==> src/rtl/mod_updown_counter.sv <==
// Parametrised up/down counter with programmable modulus, parallel load,
// synchronous clear, wrap/saturate limit handling and a sticky overflow flag.
module mod_updown_counter #(
  parameter int unsigned     WIDTH    = 4,
  parameter longint unsigned MODULUS  = 16,
  parameter bit              SATURATE = 1'b0
) (
  input  logic             clk,
  input  logic             reset,
  input  logic             en,
  input  logic             up,
  input  logic             load,
  input  logic [WIDTH-1:0] d,
  input  logic             clear,
  output logic [WIDTH-1:0] q,
  output logic             tc,
  output logic             wrap,
  output logic             ovf
);

  localparam logic [WIDTH-1:0] MAX  = WIDTH'(MODULUS - 64'd1);
  localparam logic [WIDTH-1:0] ONE  = WIDTH'(1);
  localparam logic [WIDTH-1:0] ZERO = '0;

  if (WIDTH < 2 || WIDTH > 32) begin : g_bad_width
    $error("mod_updown_counter: WIDTH must be in 2..32");
  end
  if (MODULUS < 2 || MODULUS > (64'd1 << WIDTH)) begin : g_bad_modulus
    $error("mod_updown_counter: MODULUS must be in 2..2**WIDTH");
  end

  // Out-of-range load values are pinned to the top of the count range.
  function automatic logic [WIDTH-1:0] clamp_load(input logic [WIDTH-1:0] v);
    return (v > MAX) ? MAX : v;
  endfunction

  logic [WIDTH-1:0] q_nxt;
  logic             wrap_nxt;
  logic             ovf_nxt;

  always_comb begin
    q_nxt    = q;
    wrap_nxt = 1'b0;
    ovf_nxt  = ovf;
    if (clear) begin
      q_nxt   = ZERO;
      ovf_nxt = 1'b0;
    end else if (load) begin
      q_nxt = clamp_load(d);
    end else if (en) begin
      if (up) begin
        if (q == MAX) begin
          wrap_nxt = 1'b1;
          q_nxt    = SATURATE ? q : ZERO;
        end else begin
          q_nxt = q + ONE;
        end
      end else begin
        if (q == ZERO) begin
          wrap_nxt = 1'b1;
          q_nxt    = SATURATE ? q : MAX;
        end else begin
          q_nxt = q - ONE;
        end
      end
      ovf_nxt = ovf | wrap_nxt;
    end
  end

  // tc looks at the current count only, so a cascaded stage sees it this cycle.
  assign tc = en & ((up & (q == MAX)) | (~up & (q == ZERO)));

  always_ff @(posedge clk or negedge reset) begin
    if (!reset) begin
      q    <= ZERO;
      wrap <= 1'b0;
      ovf  <= 1'b0;
    end else begin
      q    <= q_nxt;
      wrap <= wrap_nxt;
      ovf  <= ovf_nxt;
    end
  end

endmodule

==> config.mk <==
export PLATFORM = sky130hd
export DESIGN_NAME = mod_updown_counter
export DESIGN_NICKNAME = d
export VERILOG_FILES = /design/src/rtl/mod_updown_counter.sv
export SDC_FILE = /design/constraint.sdc
export NUM_CORES = 1
export LEC_CHECK = 0
export BUFFER_PORTS_ARGS = -buffer_cell sky130_fd_sc_hd__buf_2
export CORE_AREA = 2 2 39 41
export DETAILED_ROUTE_END_ITERATION = 16
export DIE_AREA = 0 0 41 43
export PLACE_DENSITY = 0.5
export SLEW_MARGIN = 20
export SYNTH_ARGS = -nofsm -noshare
export SYNTH_HDL_FRONTEND = slang
export SYNTH_SLANG_ARGS = --single-unit
==> constraint.sdc <==
create_clock -name clk -period 2.98 [get_ports clk]
set_clock_uncertainty 0.2 [all_clocks]
set_input_delay 0.596 -clock clk [delete_from_list [all_inputs] [get_ports clk]]
set_output_delay 0.596 -clock clk [all_outputs]
set_load 0.01 [all_outputs]
Yosys cells after proc, flatten, opt, wreduce, memory -nomap -nowiden
Cells that the tools add are included.
- register bits: 6
- input port bits: 10
- output and inout bits: 7
- add/subtract/negate cells: 2
- order comparisons: 1
- equal/unequal tests: 2
- mux-type cells: 19
- bitwise logic cells: 6
- reduce and logical (&&, ||, !) cells: 4
- operators with widths (operator ; number):
    4-bit two-way mux ; 7
    1-bit two-way mux ; 12
    4-bit by 1-bit adder with 4-bit output, second input constant ; 1
    4-bit == test, second input constant ; 1
    4-bit > comparator, second input constant ; 1
    4-bit logical NOT ; 1
    4-bit by 1-bit subtractor with 4-bit output, second input constant ; 1
    1-bit AND ; 3
    3-bit nonzero test ; 1
    2-bit by 1-bit inequality test with 1-bit output, second input constant ; 1
    1-bit OR ; 2
    2-bit AND reduction ; 1
    2-bit nonzero test ; 1
    1-bit inverter ; 1

Longest topological paths before layout
Gate-level depths: netlist of the first run.
- word-level depth: 10
- mapped depth: 6
- mapped depth without buffers: 6

Worst setup path before layout of the first run
No wires, ideal clock.
- path type: reg-to-output
- start point: register q[0]
- end point: output tc
- arrival time: 1578 ps
- required time: 2184 ps
- path slack: 606 ps
- cell stages (with the launch flop): 5
- buffers on the path: 0
- cells stage by stage: dfrtp_1 inv_1 ha_1 or4b_2 a21oi_1
- longest elaborated chain between the ends: 4
- elaborated cells on any way between the ends: 6
- RTL lines (element ; line ; source):
    from (decl) ; 15 ; output logic [WIDTH-1:0] q,
    from (signal assigned) ; 79 ; q <= q_nxt;
    4-bit == test or 4-bit logical NOT (tied branches) ; 71 ; assign tc = en & ((up & (q == MAX)) | (~up & (q == ZERO)));
    1-bit AND ; 71 ;
    1-bit OR (*) ; 71 ;
    1-bit AND (*) ; 71 ;
    to (decl) ; 16 ; output logic tc,
Mark *: on every way between the ends. The rest lies on a longest branch, timed or not.

Final worst setup path of the first run
- start point: register q[1]
- end point: output tc
The elaborated chain is that of the path after synthesis.

==> reports/results.tsv, run 1 <==
metric	value	unit
post-synthesis sequential area ratio	0.379	
Layout area overhead	35.3	%
DRC errors left	0	
maximum vdd ir drop	0.239	mV
Avg Cell Area, Syn	9.01	µm²
Inserted Clock Buffers	3	
Max Fclk	364	MHz
antenna viol nets, final	0	
drt wl/cell	10.6	µm
min Tclk post-route	2.74	ns
Starting Density	0.287	
first drt pass iteration count	3	
Crit. End Element	output pin	
Die Wd	41	µm
pin count of the biggest net entering global routing	9	
All-Layer GR Usage	0.116	
startpoint class of the critical path	flop	
layout cells sized above 1	0.369	
Yosys cell types	21	
clk slew on worst S/H paths	0.04	ns
DR vias	382	
Most used DFF post-synth	dfrtp_1	
slowest CP cell	or4b_2	
Net Count, Synth	56	
P per Cell Area	416	mW/mm²
worst-path maximum fanout	6	
Hold WC Path Type	reg2reg	
I/O Pins	17	
global-route wire length before repair	1.35	mm
worst slack at placement	0.443	ns
Slew headroom	0.854	
Crit Path Category	reg2out	
crit-path cells	inv_1 -> ha_1 -> or4b_2 -> a21oi_1 -> buf_2	
number of synthesized flops with an enable pin	0	
flip-flop and latch count after synthesis	6	
antenna violations before repair	0	
Total Neg Setup Slack	0	ns
post-synthesis cell count	44	
input/output buffers	16	
worst slew pin tran	0.220	ns
worst setup margin	0.235	ns
GR Overflow Total	0	
Hold Fails Final Rpt	0	
routability cong.	0.640	
CTS sink cnt	6	
CTS tree	built	
Yosys warnings	0	
synthesized area	397	µm²
Synth top area share	0.379	
DP HPWL	694	µm
Die Height	43	µm
die area	0.00176	mm²
final clock period utilization by the worst path	0.921	
CTS Root Cell	clkbuf_4	
PostCTS Resize Cnt	0	
RSZ-0062 raised after global routing	no	
Clock Tree Buf Depth	2	
outcome	finished clean	
Final setup viols	0	
crit path DAT	1.95	ns
Critical Path Max Stage Delay	0.59	ns
top cells by count, synth	6 x a21oi_1, 6 x dfrtp_1, 5 x inv_1	
P_leak	0.281	nW
Nets	79	
CTS H-tree lvls	1	
Synth area leader	dfrtp_1	
ANT cells	0	
post-synthesis async set-or-reset flop share	1.00	
WP data required	2.18	ns
Vias/cell	4.72	
Fillers	149	
Clk Latency, worst-skew pair	0.24	ns
core area	0.00138	mm²
site row count	14	
top cells by area, synth	dfrtp_1 38%, a21oi_1 7.6%, ha_1 6.3%	
First DRT Iteration DRCs	3	
fin. max-slew vios	0	
vias in the first global route	339	
Setup Buffers After CTS	0	
Post-Route WL	857	µm
MaxCap Viol Count	0	
[power breakdown]
part	switching, mW	internal [mW]
clock network	0.0277	0.0454
registers	0.00642	0.0868
logic	0.0289	0.0278
[layout make-up]
cell class / instances / area [µm²] / area share
Tap cell: 16 / 20.0 / 0.0373
Clock buffer: 3 / 22.5 / 0.0420
Multi-Input combinational cell: 32 / 224 / 0.417
Timing Repair Buffer: 18 / 97.6 / 0.182
Inverter: 6 / 22.5 / 0.0420
Sequential cell: 6 / 150 / 0.280
[final timing paths]
check | end | slack, ns | startpoint | depth (start not counted)
worst min register to register | ovf | 0.30 | ovf | 2
worst max-delay path | tc | 0.24 | q[1] | 5
min in group asynchronous | q[3] | 0.50 | reset | 2
max in group asynchronous | wrap | 1.93 | reset | 2
worst max register to register | wrap | 0.94 | q[1] | 5
worst min-delay path | ovf | 0.30 | ovf | 2
[layer usage]
layer  GRT usage  up-vias  wire (µm)
met5           0        -          0
met4       0.100        0          0
met3      0.0209        0         71
met2       0.144       14        369
met1       0.165      166        416
li1            -      202          -
[cell usage in the layout (no fill, tap or decap)]
master / instances
nor2_1: 4
mux2i_1: 2
buf_4: 1
nand2_1: 4
o21bai_1: 1
a311o_1: 1
xnor2_1: 1
nand4_1: 1
clkbuf_4: 3
xor2_1: 2
or4b_2: 1
nor3b_1: 1
dfrtp_1: 6
o21ai_0: 1
inv_2: 1
a21oi_1: 6
or3_2: 1
inv_1: 5
a221oi_1: 1
ha_1: 2
or4_1: 1
buf_2: 16
a221oi_2: 1
a211oi_1: 1
dlygate4sd3_1: 1
[cell families after synthesis]
kind of cell    share of synthesized area
buf+inv                            0.0568
flops                               0.379
compound gates                      0.211
xor+xnor                           0.0663
fa+ha+maj                          0.0631
mux                                0.0505
simple gates                        0.174
[sequential cells by signal, indices dropped and copies added, names as in the netlist]
register / cells
wrap: 1
ovf: 1
q: 4
[critical path, delay by kind of cell (launching register included)]
family                     cells  cell delay, ns
and+or+nand+nor                1            0.59
DFF                            1            0.42
buffers and inverters          2            0.28
AOI/OAI and AO/OA              1            0.24
adders and majority gates      1            0.18
[stage by stage]
stage          cells  total power, mW  utilization  instance area, µm²  hold slack, ns
2_1_floorplan     44            0.127            -                 397           0.100
3_3_place_gp      77            0.152        0.364                 504           0.231
3_5_place_dp      77            0.151        0.364                 504           0.227
4_1_cts           81            0.229        0.388                 537           0.304
5_1_grt           81            0.238        0.388                 537           0.329
6_report          81            0.223        0.388                 537           0.304
[timing repair]
item	in CTS	in global routing
hold buffers	1	0
endpoints found under the setup margin	0	0
hold endpoints to repair	6	0
No activity file was read; power rests on OpenSTA's default activity.
==> run 2: changes to the inputs <==
==> constraint.sdc (replaced) <==
create_clock -name clk -period 2.9 [get_ports clk]
set_clock_uncertainty 0.2 [all_clocks]
set_input_delay 0.58 -clock clk [delete_from_list [all_inputs] [get_ports clk]]
set_output_delay 0.58 -clock clk [all_outputs]
set_load 0.01 [all_outputs]
==> run 2 against run 1 <==
Against the previous run: flip-flop and latch count did not move; register-to-register slack got worse by 0.08 ns; global-route usage down 0.29 points; sequential power grew 2.7%; sequential share of layout area is the same; die area is the same; cell area stayed put; power up 3.7%; combinational power rose by 3%.
==> reports/results.tsv, run 2 (synthesis results as in run 1) <==
metric	value	unit	change
outcome	finished clean		unchanged
worst r2r path cells	5		unchanged
Most flops, register	q		unchanged
Hold Fails Final Rpt	0		unchanged
Pwr Total	0.231	mW	was 0.223 mW
max reg flops	4		unchanged
r2r endpoint	wrap		unchanged
Setup Buffers After CTS	0		unchanged
routability cong.	0.640		about the same
RSZ-0062 raised after global routing	no		unchanged
placed insts	77		unchanged
P_leak	0.281	nW	unchanged
CTS tree	built		unchanged
Crit. End Element	output pin		unchanged
met3 routed WL	70	µm	was 71 µm
Clk Latency, worst-skew pair	0.25	ns	was 0.24 ns
drt wl/cell	10.6	µm	about the same
Critical Path Max Stage Delay	0.59	ns	about the same
CTS sink cnt	6		unchanged
die area	0.00176	mm²	unchanged
Total Neg Setup Slack	0	ns	unchanged
Hold WC Path Type	reg2reg		unchanged
WP data required	2.12	ns	was 2.18 ns
Slew headroom	0.847		was 0.854
Final setup viols	0		unchanged
Layout area overhead	35.3	%	unchanged
Clock Tree Buf Depth	2		unchanged
min Tclk post-route	2.74	ns	
post-route non-filler standard cell count	81		unchanged
fin. max-slew vios	0		unchanged
input/output buffers	16		unchanged
top layer in use	met4		was met3
DP HPWL	685	µm	was 694 µm
DRC errors left	0		unchanged
Die Wd	41	µm	unchanged
Max Fclk	364	MHz	
final clock period utilization by the worst path	0.946		
worst-path maximum fanout	6		unchanged
worst slew pin tran	0.230	ns	was 0.220 ns
hold path depth	2		unchanged
metal2 WL	374	µm	was 369 µm
Top Registers	q: 4 flops, ovf: 1 flops, wrap: 1 flops		unchanged
maximum vdd ir drop	0.218	mV	was 0.239 mV
launching point of the worst reg2reg path	q[1]		unchanged
most frequent cells in the layout	16 x buf_2, 6 x a21oi_1, 6 x dfrtp_1		unchanged
HP Start	ovf		unchanged
I/O Pins	17		unchanged
Post-Place Cell Area	504	µm²	unchanged
Fillers	154		was 149
Layout Utilization	0.388		unchanged
Min Hold Slack	0.300	ns	was 0.304 ns
fin area	537	µm²	unchanged
slowest CP cell	or4b_2		unchanged
MaxCap Viol Count	0		unchanged
wl on met1	399	µm	was 416 µm
Nets	79		unchanged
Die Height	43	µm	unchanged
crit-path cells	inv_1 -> ha_1 -> or4b_2 -> a21oi_1 -> buf_2		unchanged
WHS Endpoint	ovf		unchanged
pin count of the biggest net entering global routing	9		unchanged
First DRT Iteration DRCs	5		was 3
All-Layer GR Usage	0.113		was 0.116
site row count	14		unchanged
GR Overflow Total	0		unchanged
CTS Root Cell	clkbuf_4		unchanged
clk slew on worst S/H paths	0.04	ns	about the same
core area	0.00138	mm²	unchanged
worst setup margin	0.156	ns	was 0.235 ns
vias in the first global route	328		was 339
Post-Route WL	861	µm	was 857 µm
Vias/cell	4.85		was 4.72
ANT cells	0		unchanged
antenna viol nets, final	0		unchanged
layout cells sized above 1	0.369		unchanged
Starting Density	0.287		unchanged
worst slack at placement	0.390	ns	was 0.443 ns
P per Cell Area	431	mW/mm²	was 416 mW/mm²
Crit Path Category	reg2out		unchanged
PostCTS Resize Cnt	0		unchanged
startpoint class of the critical path	flop		unchanged
CTS H-tree lvls	1		unchanged
crit path DAT	1.96	ns	was 1.95 ns
setup slack, reg-to-reg	0.86	ns	was 0.94 ns
antenna violations before repair	0		unchanged
Inserted Clock Buffers	3		unchanged
global-route wire length before repair	1.30	mm	was 1.35 mm
first drt pass iteration count	2		was 3
DR vias	393		was 382
most common cell after layout, fill and taps aside	buf_2		unchanged
## run 2: cell counts in the layout (fill, tap and decap cells not counted)
No cell type changed its count.
## run 2: worst max-delay path by stage
stage,slack (ns),cells past startpoint,from,to
6_report,0.16,5,q[1],tc
4_1_cts,0.15,5,q[1],tc
2_1_floorplan,0.54,4,q[0],tc
3_3_place_gp,0.39,4,up,tc
5_1_grt,0.02,5,q[1],tc
3_5_place_dp,0.39,4,up,tc
## run 2: final cells by class
type,instances,area (µm²),share of cell area
multi-input cells,32,224,0.417
clock buffers,3,22.5,0.0420
well taps,16,20.0,0.0373
repair buffers,18,97.6,0.182
inverters,6,22.5,0.0420
flip-flops and latches,6,150,0.280
## run 2: report_power, final
| part | switching (mW) | leakage (nW) | internal, mW |
|---|---|---|---|
| clock network | 0.0305 | 0.0138 | 0.0468 |
| registers | 0.00652 | 0.0797 | 0.0892 |
| logic | 0.0297 | 0.188 | 0.0286 |
## run 2: routing by layer
layer,vias up,track usage
li1,202,-
met1,173,0.149
met2,16,0.141
met3,2,0.0209
met4,0,0.120
met5,-,0
## run 2: critical path: cells and delay by family (launching register included)
| kind | cells | cell delay, ns |
|---|---|---|
| AND/OR/NAND/NOR | 1 | 0.59 |
| flip-flops | 1 | 0.42 |
| buffers and inverters | 2 | 0.28 |
| AO/OA/AOI/OAI | 1 | 0.25 |
| adder cells (fa/ha/maj) | 1 | 0.18 |
## run 2: what timing repair did
item	in CTS	in global routing
hold endpoints to repair	6	0
setup endpoints to repair	0	0
hold buffers	1	0
==> run 3: changes to the inputs <==
--- a/config.mk
+++ b/config.mk
@@ -5,11 +5,14 @@
 export SDC_FILE = /design/constraint.sdc
 export NUM_CORES = 1
 export LEC_CHECK = 0
+export ABC_AREA = 1
+export ABC_CLOCK_PERIOD_IN_PS = 2900
 export BUFFER_PORTS_ARGS = -buffer_cell sky130_fd_sc_hd__buf_2
 export CORE_AREA = 2 2 39 41
 export DETAILED_ROUTE_END_ITERATION = 16
 export DIE_AREA = 0 0 41 43
-export PLACE_DENSITY = 0.5
+export MAX_ROUTING_LAYER = met4
+export PLACE_DENSITY = 0.51
 export SLEW_MARGIN = 20
 export SYNTH_ARGS = -nofsm -noshare
 export SYNTH_HDL_FRONTEND = slang
==> run 3 against run 2 <==
Against the previous run: first-iteration DRC count shrank 100%; largest cell class unchanged; clock-buffer cell count unchanged; clock power down 5.4%; die area stayed put; cell area up 1.4%; global-route usage grew 2.5 points; highest routed layer unchanged; non-clock buffer count fell by 1; critical path depth grew 2; largest power group unchanged.
==> reports/results.tsv, run 3 <==
metric	value	unit	change
outcome	finished clean		unchanged
max reg flops	4		unchanged
input/output buffers	16		unchanged
worst-path maximum fanout	6		unchanged
final clock period utilization by the worst path	0.783		was 0.946
setup slack, reg-to-reg	1.34	ns	was 0.86 ns
Starting Density	0.297		was 0.287
P_leak	0.308	nW	was 0.281 nW
min Tclk post-route	2.27	ns	was 2.74 ns
fin. max-slew vios	0		unchanged
Crit Path Category	reg2out		unchanged
Net Count, Synth	74		was 56
Yosys cell types	14		was 21
Hold Fails Final Rpt	0		unchanged
Setup Buffers After CTS	0		unchanged
First DRT Iteration DRCs	0		was 5
Yosys warnings	0		unchanged
layout cells sized above 1	0.244		was 0.369
Slew headroom	0.838		was 0.847
site row count	14		unchanged
Fillers	163		was 154
Most used DFF post-synth	dfrtp_1		unchanged
vias in the first global route	397		was 328
CTS tree	built		unchanged
All-Layer GR Usage	0.138		was 0.113
GR Overflow Total	0		unchanged
most frequent cell after synthesis	nand2_1		
routability cong.	0.749		was 0.640
most frequent cells in the layout	16 x buf_2, 15 x nand2_1, 11 x nor2_1		was 16 x buf_2, 6 x a21oi_1, 6 x dfrtp_1
hold buffers post-CTS	1		unchanged
pin count of the biggest net entering global routing	9		unchanged
Pwr Total	0.240	mW	was 0.231 mW
flip-flop and latch count after synthesis	6		unchanged
RSZ-0062 raised after global routing	no		unchanged
CP startpoint	q[0]		was q[1]
DP HPWL	759	µm	was 685 µm
PostCTS Resize Cnt	0		unchanged
startpoint class of the critical path	flop		unchanged
Synth area leader	dfrtp_1		unchanged
clk slew on worst S/H paths	0.04	ns	about the same
Max Fclk	440	MHz	was 364 MHz
Total Neg Setup Slack	0	ns	unchanged
CTS sink cnt	6		unchanged
worst r2r path cells	8		was 5
Most flops, register	q		unchanged
worst setup path endpoint	tc		unchanged
Avg Cell Area, Syn	6.64	µm²	was 9.01 µm²
post-synthesis async set-or-reset flop share	1.00		unchanged
DR vias	438		was 393
drt wl/cell	9.28	µm	was 10.6 µm
maximum vdd ir drop	0.374	mV	was 0.218 mV
synthesized area	412	µm²	was 397 µm²
first drt pass iteration count	1		was 2
Clock Tree Buf Depth	2		unchanged
Top Registers	q: 4 flops, ovf: 1 flops, wrap: 1 flops		unchanged
Final setup viols	0		unchanged
Layout Utilization	0.393		was 0.388
top cells by area, synth	dfrtp_1 36%, nand2_1 14%, nor2_1 10%		was dfrtp_1 38%, a21oi_1 7.6%, ha_1 6.3%
core area	0.00138	mm²	unchanged
fin area	544	µm²	was 537 µm²
Nets	96		was 79
antenna violations before repair	0		unchanged
worst slew pin tran	0.242	ns	was 0.230 ns
launching point of the worst reg2reg path	q[0]		was q[1]
Synth top area share	0.365		was 0.379
top cells by count, synth	15 x nand2_1, 11 x nor2_1, 8 x inv_1		was 6 x a21oi_1, 6 x dfrtp_1, 5 x inv_1
Post-Route WL	909	µm	was 861 µm
die area	0.00176	mm²	unchanged
Min Hold Slack	0.296	ns	was 0.300 ns
Layout area overhead	32.2	%	was 35.3%
global-route wire length before repair	1.58	mm	was 1.30 mm
Die Wd	41	µm	unchanged
I/O Pins	17		unchanged
Post-Place Cell Area	512	µm²	was 504 µm²
P per Cell Area	441	mW/mm²	was 431 mW/mm²
Clk Latency, worst-skew pair	0.24	ns	was 0.25 ns
most common cell after layout, fill and taps aside	buf_2		unchanged
antenna viol nets, final	0		unchanged
Inserted Clock Buffers	3		unchanged
CTS Root Cell	clkbuf_4		unchanged
r2r endpoint	q[2]		was wrap
Die Height	43	µm	unchanged
CTS H-tree lvls	1		unchanged
number of synthesized flops with an enable pin	0		unchanged
post-synthesis cell count	62		was 44
post-synthesis sequential area ratio	0.365		was 0.379
WP data required	2.12	ns	about the same
Vias/cell	4.47		was 4.85
ANT cells	0		unchanged
crit path DAT	1.49	ns	was 1.96 ns
Crit. End Element	output pin		unchanged
Hold WC Path Type	reg2reg		unchanged
DRC errors left	0		unchanged
MaxCap Viol Count	0		unchanged
-- run 3: critical path: stages (launching register included) --
cell	delay (ns)
dfrtp_1	0.42
inv_1	0.11
ha_1	0.21
a21oi_1	0.18
a21oi_1	0.07
nand2_1	0.09
inv_1	0.04
buf_2	0.13
-- run 3: area by class of cell --
class,count,area [µm²],share of cell area
sequential,6,150,0.276
tap,16,20.0,0.0368
timing repair buffer,17,90.1,0.166
clock buffer,3,22.5,0.0414
multi-input combinational,48,231,0.425
inverter,8,30.0,0.0552
-- run 3: worst min path at each step --
stage | slack [ns] | end | startpoint | cells past startpoint
3_3_place_gp | 0.21 | wrap | reset | 1
3_5_place_dp | 0.21 | wrap | reset | 1
5_1_grt | 0.33 | ovf | ovf | 2
6_report | 0.30 | ovf | ovf | 2
2_1_floorplan | 0.08 | ovf | reset | 0
4_1_cts | 0.31 | ovf | ovf | 2
-- run 3: metrics by stage --
stage,setup WS [ns],instances
2_1_floorplan,0.994,62
3_3_place_gp,0.910,94
3_5_place_dp,0.880,94
4_1_cts,0.620,98
5_1_grt,0.444,98
6_report,0.630,98
-- run 3: kinds of logic (layout without fill, tap and decap cells) --
kind of cell / count (synthesis) / in the layout / share of synthesized area
compound gates: 9 / 9 / 0.112
xor+xnor: 1 / 1 / 0.0213
fa+ha+maj: 2 / 2 / 0.0608
buf+inv: 8 / 28 / 0.0730
flops: 6 / 6 / 0.365
simple gates: 36 / 36 / 0.368
-- run 3: report_power, final --
part,internal [mW],switching [mW],total (mW)
logic,0.0288,0.0369,0.0657
clock network,0.0466,0.0266,0.0731
registers,0.0909,0.0102,0.101
-- run 3: per-layer routing --
metal / share of wire / track usage / vias to the layer above / routed length (µm)
li1: - / - / 239 / -
met1: 0.47 / 0.175 / 181 / 431
met3: 0.068 / 0.0628 / 2 / 62
met5: 0 / - / - / 0
met4: 0.013 / 0.0400 / 0 / 12
met2: 0.44 / 0.194 / 16 / 402
